[src/rtl/queue_arbiter.sv]
// queue_arbiter
//   Shares one external FIFO ("queue") between NUM_REQ producers and drains it
//   into a single registered valid/ready output.
//   Write side: round-robin arbiter with a per-tenure burst quota (BURST).
//   Read side : one-entry output register that pops the queue whenever the
//               register is empty or being consumed this cycle.
// Ports
//   clk, rst             clock, synchronous active-high reset (shared with queue)
//   req, req_data        producer requests and their words (slice i*SIZE +: SIZE)
//   gnt                  combinational one-hot/zero grant; accept = req[i] & gnt[i]
//   q_wr, q_wr_data      queue write strobe and granted word (0 when idle)
//   q_full, q_empty      queue status flags
//   q_rd, q_rd_data      queue pop strobe and combinational head word
//   out_valid, out_data  output register
//   out_ready            consumer accepts out_data this cycle
//   owner                current tenure holder, for debug
module queue_arbiter #(
    parameter int SIZE    = 16,
    parameter int NUM_REQ = 4,
    parameter int BURST   = 2
) (
    input  logic                       clk,
    input  logic                       rst,
    input  logic [NUM_REQ-1:0]         req,
    input  logic [NUM_REQ*SIZE-1:0]    req_data,
    output logic [NUM_REQ-1:0]         gnt,
    output logic                       q_wr,
    output logic [SIZE-1:0]            q_wr_data,
    input  logic                       q_full,
    input  logic                       q_empty,
    output logic                       q_rd,
    input  logic [SIZE-1:0]            q_rd_data,
    output logic                       out_valid,
    output logic [SIZE-1:0]            out_data,
    input  logic                       out_ready,
    output logic [$clog2(NUM_REQ)-1:0] owner
);

    localparam int PW = $clog2(NUM_REQ);
    localparam int CW = $clog2(BURST + 1);

    logic [PW-1:0]   ptr_q, ptr_d;
    logic [CW-1:0]   bcnt_q, bcnt_d;
    logic            out_valid_q, out_valid_d;
    logic [SIZE-1:0] out_data_q, out_data_d;

    logic [PW-1:0]   idx;
    logic            found;
    logic            pop;

    // ------------------------------------------------------------------
    // Arbiter: keep the tenure while the owner requests and has quota left,
    // otherwise search from ptr+1 and wrap around to ptr itself, so a sole
    // requester with an exhausted quota is regranted without a bubble.
    // ------------------------------------------------------------------
    always_comb begin
        gnt    = '0;
        ptr_d  = ptr_q;
        bcnt_d = bcnt_q;
        idx    = '0;
        found  = 1'b0;
        if (!q_full) begin
            if (req[ptr_q] && (bcnt_q < CW'(BURST))) begin
                gnt[ptr_q] = 1'b1;
                bcnt_d     = bcnt_q + CW'(1);
            end else begin
                for (int k = 1; k <= NUM_REQ; k++) begin
                    idx = PW'((int'(ptr_q) + k) % NUM_REQ);
                    if (!found && req[idx]) begin
                        found    = 1'b1;
                        gnt[idx] = 1'b1;
                        ptr_d    = idx;
                        bcnt_d   = CW'(1);
                    end
                end
            end
        end
    end

    // gnt is one-hot or zero, so an AND-OR mux yields 0 when nothing is granted.
    always_comb begin
        q_wr_data = '0;
        for (int i = 0; i < NUM_REQ; i++) begin
            if (gnt[i]) begin
                q_wr_data = q_wr_data | req_data[i*SIZE +: SIZE];
            end
        end
    end

    assign q_wr  = |gnt;
    assign owner = ptr_q;

    // ------------------------------------------------------------------
    // Drain: pop whenever the output register is free or being consumed.
    // ------------------------------------------------------------------
    assign pop  = ~q_empty & (~out_valid_q | out_ready);
    assign q_rd = pop;

    always_comb begin
        out_valid_d = out_valid_q;
        out_data_d  = out_data_q;
        if (pop) begin
            out_valid_d = 1'b1;
            out_data_d  = q_rd_data;
        end else if (out_ready) begin
            out_valid_d = 1'b0;
        end
    end

    assign out_valid = out_valid_q;
    assign out_data  = out_data_q;

    // Reset leaves the quota exhausted on the last index so the first
    // rotation after reset starts searching at producer 0.
    always_ff @(posedge clk) begin
        if (rst) begin
            ptr_q       <= PW'(NUM_REQ - 1);
            bcnt_q      <= CW'(BURST);
            out_valid_q <= 1'b0;
            out_data_q  <= '0;
        end else begin
            ptr_q       <= ptr_d;
            bcnt_q      <= bcnt_d;
            out_valid_q <= out_valid_d;
            out_data_q  <= out_data_d;
        end
    end

endmodule

[config.mk]
export PLATFORM = sky130hd
export DESIGN_NAME = queue_arbiter
export DESIGN_NICKNAME = d
export VERILOG_FILES = /design/src/rtl/queue_arbiter.sv
export SDC_FILE = /design/constraint.sdc
export NUM_CORES = 1
export LEC_CHECK = 0
export BUFFER_PORTS_ARGS = -buffer_cell sky130_fd_sc_hd__clkbuf_2
export CAP_MARGIN = 30
export CORE_ASPECT_RATIO = 0.75
export CORE_MARGIN = 3
export CORE_UTILIZATION = 50
export DETAILED_ROUTE_END_ITERATION = 12
export PLACE_DENSITY_LB_ADDON = 0.2
export RECOVER_POWER = 25
export SETUP_SLACK_MARGIN = 0.02
export SYNTH_ARGS = -nofsm -noshare
export SYNTH_HDL_FRONTEND = slang
export SYNTH_SLANG_ARGS = --single-unit
[constraint.sdc]
create_clock -name clk -period 7.8 [get_ports clk]
set_clock_uncertainty 0.05 [all_clocks]
set_input_delay 0.78 -clock clk [delete_from_list [all_inputs] [get_ports clk]]
set_output_delay 0.78 -clock clk [all_outputs]
set_load 0.01 [all_outputs]
# Yosys cells after proc, flatten, opt, wreduce, memory -nomap -nowiden
# Index checks and enable logic that the tools add are counted.
# W data, S select, Z words.
# totals
ff_bits	21
input_bits	89
output_inout_bits	41
wordCells	106
# op_classes
addsub	5
order_cmp	11
mux	56
bitwise	12
n_reduce_logical	18
# op_table
op	count
$mux W16	4
$mux W4	12
$or A16 B16 Y16	3
$mux W1	21
$mux W2	9
$lt A2 B3 Y1 const B	5
$or A4 B4 Y4	3
$bmux W1 S2	5
$demux W1 S2	5
$ge A2 B1 Y1 const B	5
$logic_and A1 B1 Y1	9
$add A2 B1 Y2 const B	3
$reduce_bool A5 Y1	1
$add A2 B2 Y2 const B	2
$not A1 Y1	4
$reduce_bool A4 Y1	1
$reduce_or A4 Y1	1
$logic_not A1 Y1	3
$reduce_and A3 Y1	1
$lt A2 B2 Y1 const B	1
$reduce_and A2 Y1	1
$reduce_bool A2 Y1	1
$and A1 B1 Y1	1
$or A1 B1 Y1	1

# Logic depth before layout (Yosys ltp)
# depth
word_depth	28
depth_mapped	13
depth_no_buf	7

# Least setup slack after synthesis
# No wires, ideal clock.
# synth_timing
kind	flip-flop to output port
start	register ptr_q[0], in the netlist owner[0]
end	output q_wr_data[5]
t_arrival_ps	3068
required_ps	6970
setup_slack_ps	3902
path_stages_with_launch	13
path_buffers	5
path_cell_list	dfxtp_1 -> buf_2 -> buf_2 -> inv_1 -> ha_1 -> buf_2 -> mux4_1 -> o31a_2 -> buf_2 -> buf_6 -> nor3_1 -> a31oi_1 -> o2111ai_1
# synth_between
elab_chain_cells	28
word_cells_on_any_way	77
cone_classes	add/sub: 4; order compare: 10; mux: 45; bitwise: 6; reduce/logical: 12
# synth_rtl
item	line_no	text
from (decl)	42	logic [PW-1:0] ptr_q, ptr_d;
from (signal assigned)	117	ptr_q <= PW'(NUM_REQ - 1);
from (signal assigned)	122	ptr_q <= ptr_d;
branches (longest 19 deep; another with $lt A2 B3 Y1)	--	
$mux W4 (*)	63	if (req[ptr_q] && (bcnt_q < CW'(BURST))) begin
$mux W4 (*)	62	if (!q_full) begin
$mux W16	84	if (gnt[i]) begin
$or A16 B16 Y16	85	q_wr_data = q_wr_data | req_data[i*SIZE +: SIZE];
$mux W16	84	
$or A16 B16 Y16	85	
$mux W16	84	
$or A16 B16 Y16	85	
$mux W16 (*)	84	
to (decl)	28	output logic [SIZE-1:0] q_wr_data,
# Mark *: on every way between the ends. The select of a mux whose other input is x is not followed.

# Worst setup path after layout
# layout_timing
start	register ptr_q[0], in the netlist owner[0]
end	output q_wr
# layout_between
elab_chain_cells	22
word_cells_on_any_way	71
cone_classes	add/sub: 4; order compare: 10; mux: 41; bitwise: 3; reduce/logical: 13
# layout_rtl
item	line_no	text
branches (longest 19 deep; another with $lt A2 B3 Y1)	--	
$mux W4 (*)	63	
$mux W4 (*)	62	
$reduce_or A4 Y1 (*)	90	assign q_wr = |gnt;
to (decl)	27	output logic q_wr,
# Marked as above.

==> run_summary.xml <==
<?xml version="1.0" encoding="UTF-8"?>
<metrics>
  <group name="setup_path">
    <metric name="timing.critical_path.arrival" unit="ns">3.93</metric>
    <metric name="path_class" unit="">reg -&gt; out</metric>
    <metric name="worst_ep_required" unit="ns">6.97</metric>
    <metric name="critical_path.n_buffers_inverters" unit="">2</metric>
    <metric name="cp_slowest_stage_delay" unit="ns">0.92</metric>
    <metric name="critical_path.cell_chain" unit="">inv_1, ha_1, mux4_1, o31a_2, nor2_1, o41ai_1, nand4_1, clkbuf_2</metric>
    <metric name="timing.critical_path.max_delay_family" unit="">flip-flops</metric>
    <metric name="worst_setup_path_start_kind" unit="">flip-flop</metric>
    <metric name="regToRegSetupSlack" unit="ns">4.43</metric>
    <metric name="critPathMaxFanout" unit="">28</metric>
    <metric name="crit_path_top_delay_cell" unit="">sky130_fd_sc_hd__dfxtp_1</metric>
    <metric name="setup.worst_path.end_class" unit="">output port</metric>
    <metric name="worstReg2RegStart" unit="">owner[0]</metric>
    <metric name="worst_r2r_path_depth" unit="">7</metric>
    <metric name="r2r_end" unit="">bcnt_q[0]</metric>
  </group>
  <group name="finish">
    <metric name="count_of_inserted_antenna_diode_cells" unit="">0</metric>
    <metric name="synthToLayoutAreaGrowth" unit="%">20.6</metric>
    <metric name="final_common_cell" unit="">sky130_fd_sc_hd__clkbuf_2</metric>
    <metric name="layout_common_cells" unit="">sky130_fd_sc_hd__clkbuf_2 (114), sky130_fd_sc_hd__nand2_1 (40), sky130_fd_sc_hd__dfxtp_1 (21)</metric>
    <metric name="drive_above_1_share" unit="%">30.7</metric>
    <metric name="finish.net_count" unit="">521</metric>
  </group>
  <group name="global_routing">
    <metric name="grt.busiest_layer" unit="">met2</metric>
    <metric name="grt_start_max_net_pins" unit="">29</metric>
    <metric name="global_route_congestion_overflow_total" unit="">0</metric>
    <metric name="total_routing_usage_gr" unit="%">26.1</metric>
    <metric name="first_pass_grt_wire_length" unit="um">12500</metric>
    <metric name="initial_antenna_violation_count" unit="">0</metric>
    <metric name="met3_usage" unit="%">3.96</metric>
    <metric name="grt_pass1_vias" unit="">2713</metric>
    <metric name="gr-usage-met2" unit="%">42.8</metric>
    <metric name="grt_use_met1" unit="%">34.4</metric>
  </group>
  <group name="sta">
    <metric name="fin_hold_ws" unit="ns">0.406</metric>
    <metric name="worst_slew_pin_slew" unit="ns">1.08</metric>
    <metric name="max_freq" unit="MHz">210</metric>
    <metric name="fin_setup_tns" unit="ns">0</metric>
    <metric name="setup_viol" unit="">0</metric>
    <metric name="post-route-period-util" unit="%">61.0</metric>
    <metric name="final_hold_viol_count" unit="">0</metric>
    <metric name="layout_min_cycle_time" unit="ns">4.76</metric>
    <metric name="max_slew_margin" unit="%">28.1</metric>
    <metric name="rsz0062_at_grt" unit="">no</metric>
    <metric name="final-max-slew-violation-count" unit="">0</metric>
  </group>
  <group name="route">
    <metric name="vias_per_cell" unit="">6.43</metric>
    <metric name="first_iter_violations" unit="">471</metric>
    <metric name="routed-via-count" unit="">3086</metric>
    <metric name="detailed_route_wl" unit="um">7950</metric>
    <metric name="remaining_drc_errors" unit="">0</metric>
    <metric name="wire_per_inst" unit="um">16.6</metric>
    <metric name="final_antenna_net_count" unit="">0</metric>
    <metric name="dr.pass1.iters" unit="">5</metric>
  </group>
  <group name="clocking">
    <metric name="cts_buffers" unit="">3</metric>
    <metric name="cts.sinks" unit="">21</metric>
    <metric name="ctsRootBufferMaster" unit="">sky130_fd_sc_hd__clkbuf_8</metric>
    <metric name="max-clock-path-buffers" unit="">2</metric>
    <metric name="tritoncts_clock_tree" unit="">done</metric>
    <metric name="cts.reportedPaths.clkPinSlew" unit="ns">0.08</metric>
    <metric name="cts-resized-gates" unit="">0</metric>
    <metric name="ctsHoldBuffers" unit="">0</metric>
    <metric name="worst_skew_pair.late_latency" unit="ns">0.26</metric>
    <metric name="cts_setup_buffers" unit="">0</metric>
    <metric name="h-tree-depth" unit="">1</metric>
  </group>
  <group name="die">
    <metric name="start_util" unit="%">53.6</metric>
    <metric name="dieHeight" unit="um">67.0</metric>
    <metric name="ioPinCount" unit="">130</metric>
    <metric name="floorplan_die_area" unit="um^2">5850</metric>
    <metric name="floorplan.rows" unit="">21</metric>
    <metric name="die_width" unit="um">87.3</metric>
    <metric name="placeableCoreArea" unit="um^2">4620</metric>
  </group>
  <group name="logic_synthesis">
    <metric name="largest_family_of_logic_cells_by_synthesized_area" unit="">compound AO/OA/AOI/OAI gates</metric>
    <metric name="postSynth.topFlopCell" unit="">sky130_fd_sc_hd__dfxtp_1</metric>
    <metric name="yosys.area_share.simple" unit="%">22.9</metric>
    <metric name="xor_and_xnor_area_share_after_synthesis" unit="%">0.353</metric>
    <metric name="synth_edf_count" unit="">0</metric>
    <metric name="synth_mux_area_share" unit="%">7.97</metric>
    <metric name="synth_sequential_area_ratio" unit="%">17.0</metric>
    <metric name="synth_adder_area_share" unit="%">4.04</metric>
    <metric name="yosysWarningCount" unit="">0</metric>
    <metric name="postSynthAreaPerCell" unit="um^2">7.58</metric>
    <metric name="ys_types" unit="">48</metric>
    <metric name="area_fraction_in_compound_gates_after_synthesis" unit="%">35.2</metric>
    <metric name="ys_async_sr_fraction" unit="%">0</metric>
    <metric name="synthesis.area" unit="um^2">2480</metric>
    <metric name="yosys_register_bits" unit="">21</metric>
    <metric name="post_synth_net_total" unit="">424</metric>
    <metric name="post_synth_inst_count" unit="">327</metric>
  </group>
  <group name="power_and_ir_drop">
    <metric name="cellPowerDensity" unit="nW/um^2">319</metric>
    <metric name="comb_power_share" unit="%">77.4</metric>
    <metric name="power.net_switching" unit="mW">0.513</metric>
    <metric name="p_int" unit="mW">0.441</metric>
    <metric name="p_sw_share" unit="%">53.8</metric>
    <metric name="power.ir.vdd_worst" unit="mV">0.149</metric>
    <metric name="clkPwrFrac" unit="%">7.3</metric>
    <metric name="power_leakage" unit="nW">1.37</metric>
    <metric name="fraction_of_power_consumed_by_sequential_logic" unit="%">15.3</metric>
  </group>
  <group name="worst_hold_path">
    <metric name="hold_path.startpoint" unit="">out_data[0]</metric>
    <metric name="hold_end" unit="">out_data[0]</metric>
    <metric name="min_path_type" unit="">reg -&gt; reg</metric>
    <metric name="hold-path-cell-count" unit="">2</metric>
  </group>
  <group name="place">
    <metric name="port_buffers" unit="">129</metric>
    <metric name="final_gp_congestion" unit="">0.914</metric>
    <metric name="place_hpwl" unit="um">5730</metric>
  </group>
  <group name="job">
    <metric name="max_cap_viol_count" unit="">0</metric>
  </group>
  <group name="status">
    <metric name="status" unit="">completed</metric>
  </group>
</metrics>
[layout make-up]
cell class / count / area (um^2)
multi-input cells: 248 / 1750
fillers: 444 / 1630
repair buffers: 129 / 627
flip-flops and latches: 21 / 420
inverters: 21 / 78.8
well taps: 57 / 71.3
clock buffers: 3 / 41.3
clock inverters: 1 / 5.00
[metrics by stage]
| stage | instance area [um^2] | total power, mW | utilization [%] | cells | worst slack (ns) |
|---|---|---|---|---|---|
| after detailed placement | 2960 | 0.875 | 64.1 | 476 | 3.39 |
| after global routing | 2990 | 1.03 | 64.7 | 480 | 2.81 |
| final | 2990 | 0.954 | 64.7 | 480 | 3.04 |
| after global placement | 2960 | 0.863 | 64.1 | 476 | 3.41 |
| after floorplan | 2480 | 0.736 | - | 327 | 3.90 |
| after CTS | 3010 | 0.946 | 65.1 | 480 | 3.07 |
[how the worst max path moves through the flow]
stage / from / to / slack, ns / cells past startpoint
after floorplan: owner[0] / q_wr_data[5] / 3.90 / 12
after global placement: owner[0] / q_wr / 3.41 / 8
after detailed placement: owner[0] / q_wr / 3.39 / 8
after CTS: owner[0] / q_wr / 3.07 / 8
after global routing: owner[0] / q_wr_data[11] / 2.81 / 8
final: owner[0] / q_wr / 3.04 / 8
[registers in the layout, summed over array words and instances, names as in the netlist]
register	count
out_data	16
bcnt_q	2
owner	2
out_valid	1
[power groups by stage]
stage / combinational (mW) / clock (mW) / sequential (mW)
6_report: 0.739 / 0.0700 / 0.146
4_1_cts: 0.730 / 0.0707 / 0.146
3_3_place_gp: 0.716 / 0 / 0.147
2_1_floorplan: 0.600 / 0 / 0.136
5_1_grt: 0.804 / 0.0763 / 0.149
3_5_place_dp: 0.727 / 0 / 0.148
[routing by layer]
metal | vias to the layer above | share of wire, %
li1 | 1461 | -
met1 | 1366 | 41
met2 | 237 | 45
met3 | 22 | 13
met4 | 0 | 1.4
met5 | - | 0
[cell families (layout without fill, tap and decap cells)]
group,after synthesis,count (layout)
buffers and inverters,58,154
xor gates and xnor gates,1,1
DFF,21,21
adders and majority gates,8,8
AOI/OAI and AO/OA,110,110
and+or+nand+nor,116,116
muxes,13,13
[cells in the mapped netlist, types with 3 or more instances]
cell type | n | area, um^2
sky130_fd_sc_hd__a31oi_1 | 16 | 100
sky130_fd_sc_hd__nand3_1 | 17 | 85.1
sky130_fd_sc_hd__clkbuf_1 | 11 | 41.3
sky130_fd_sc_hd__inv_1 | 20 | 75.1
sky130_fd_sc_hd__nor2_1 | 9 | 33.8
sky130_fd_sc_hd__buf_6 | 8 | 90.1
sky130_fd_sc_hd__a22o_1 | 18 | 158
sky130_fd_sc_hd__buf_2 | 13 | 65.1
sky130_fd_sc_hd__ha_1 | 8 | 100
sky130_fd_sc_hd__nor3_1 | 17 | 85.1
sky130_fd_sc_hd__nand4_1 | 17 | 106
sky130_fd_sc_hd__a221o_1 | 3 | 30.0
sky130_fd_sc_hd__nand2b_1 | 7 | 43.8
sky130_fd_sc_hd__a221oi_1 | 16 | 140
sky130_fd_sc_hd__o22ai_1 | 3 | 18.8
sky130_fd_sc_hd__mux4_1 | 3 | 78.8
sky130_fd_sc_hd__nand2_1 | 40 | 150
sky130_fd_sc_hd__nor2b_1 | 3 | 18.8
sky130_fd_sc_hd__o2111ai_1 | 16 | 140
sky130_fd_sc_hd__dfxtp_1 | 21 | 420
sky130_fd_sc_hd__a21oi_1 | 19 | 95.1
sky130_fd_sc_hd__mux2_2 | 5 | 56.3
sky130_fd_sc_hd__mux2i_1 | 4 | 40.0
[tightest hold or removal path, cell delays in order (launching register included)]
cell	delay, ns
sky130_fd_sc_hd__dfxtp_1	0.31
sky130_fd_sc_hd__nand2_1	0.05
sky130_fd_sc_hd__a21oi_1	0.05
Power figures use the tool's default switching activity.
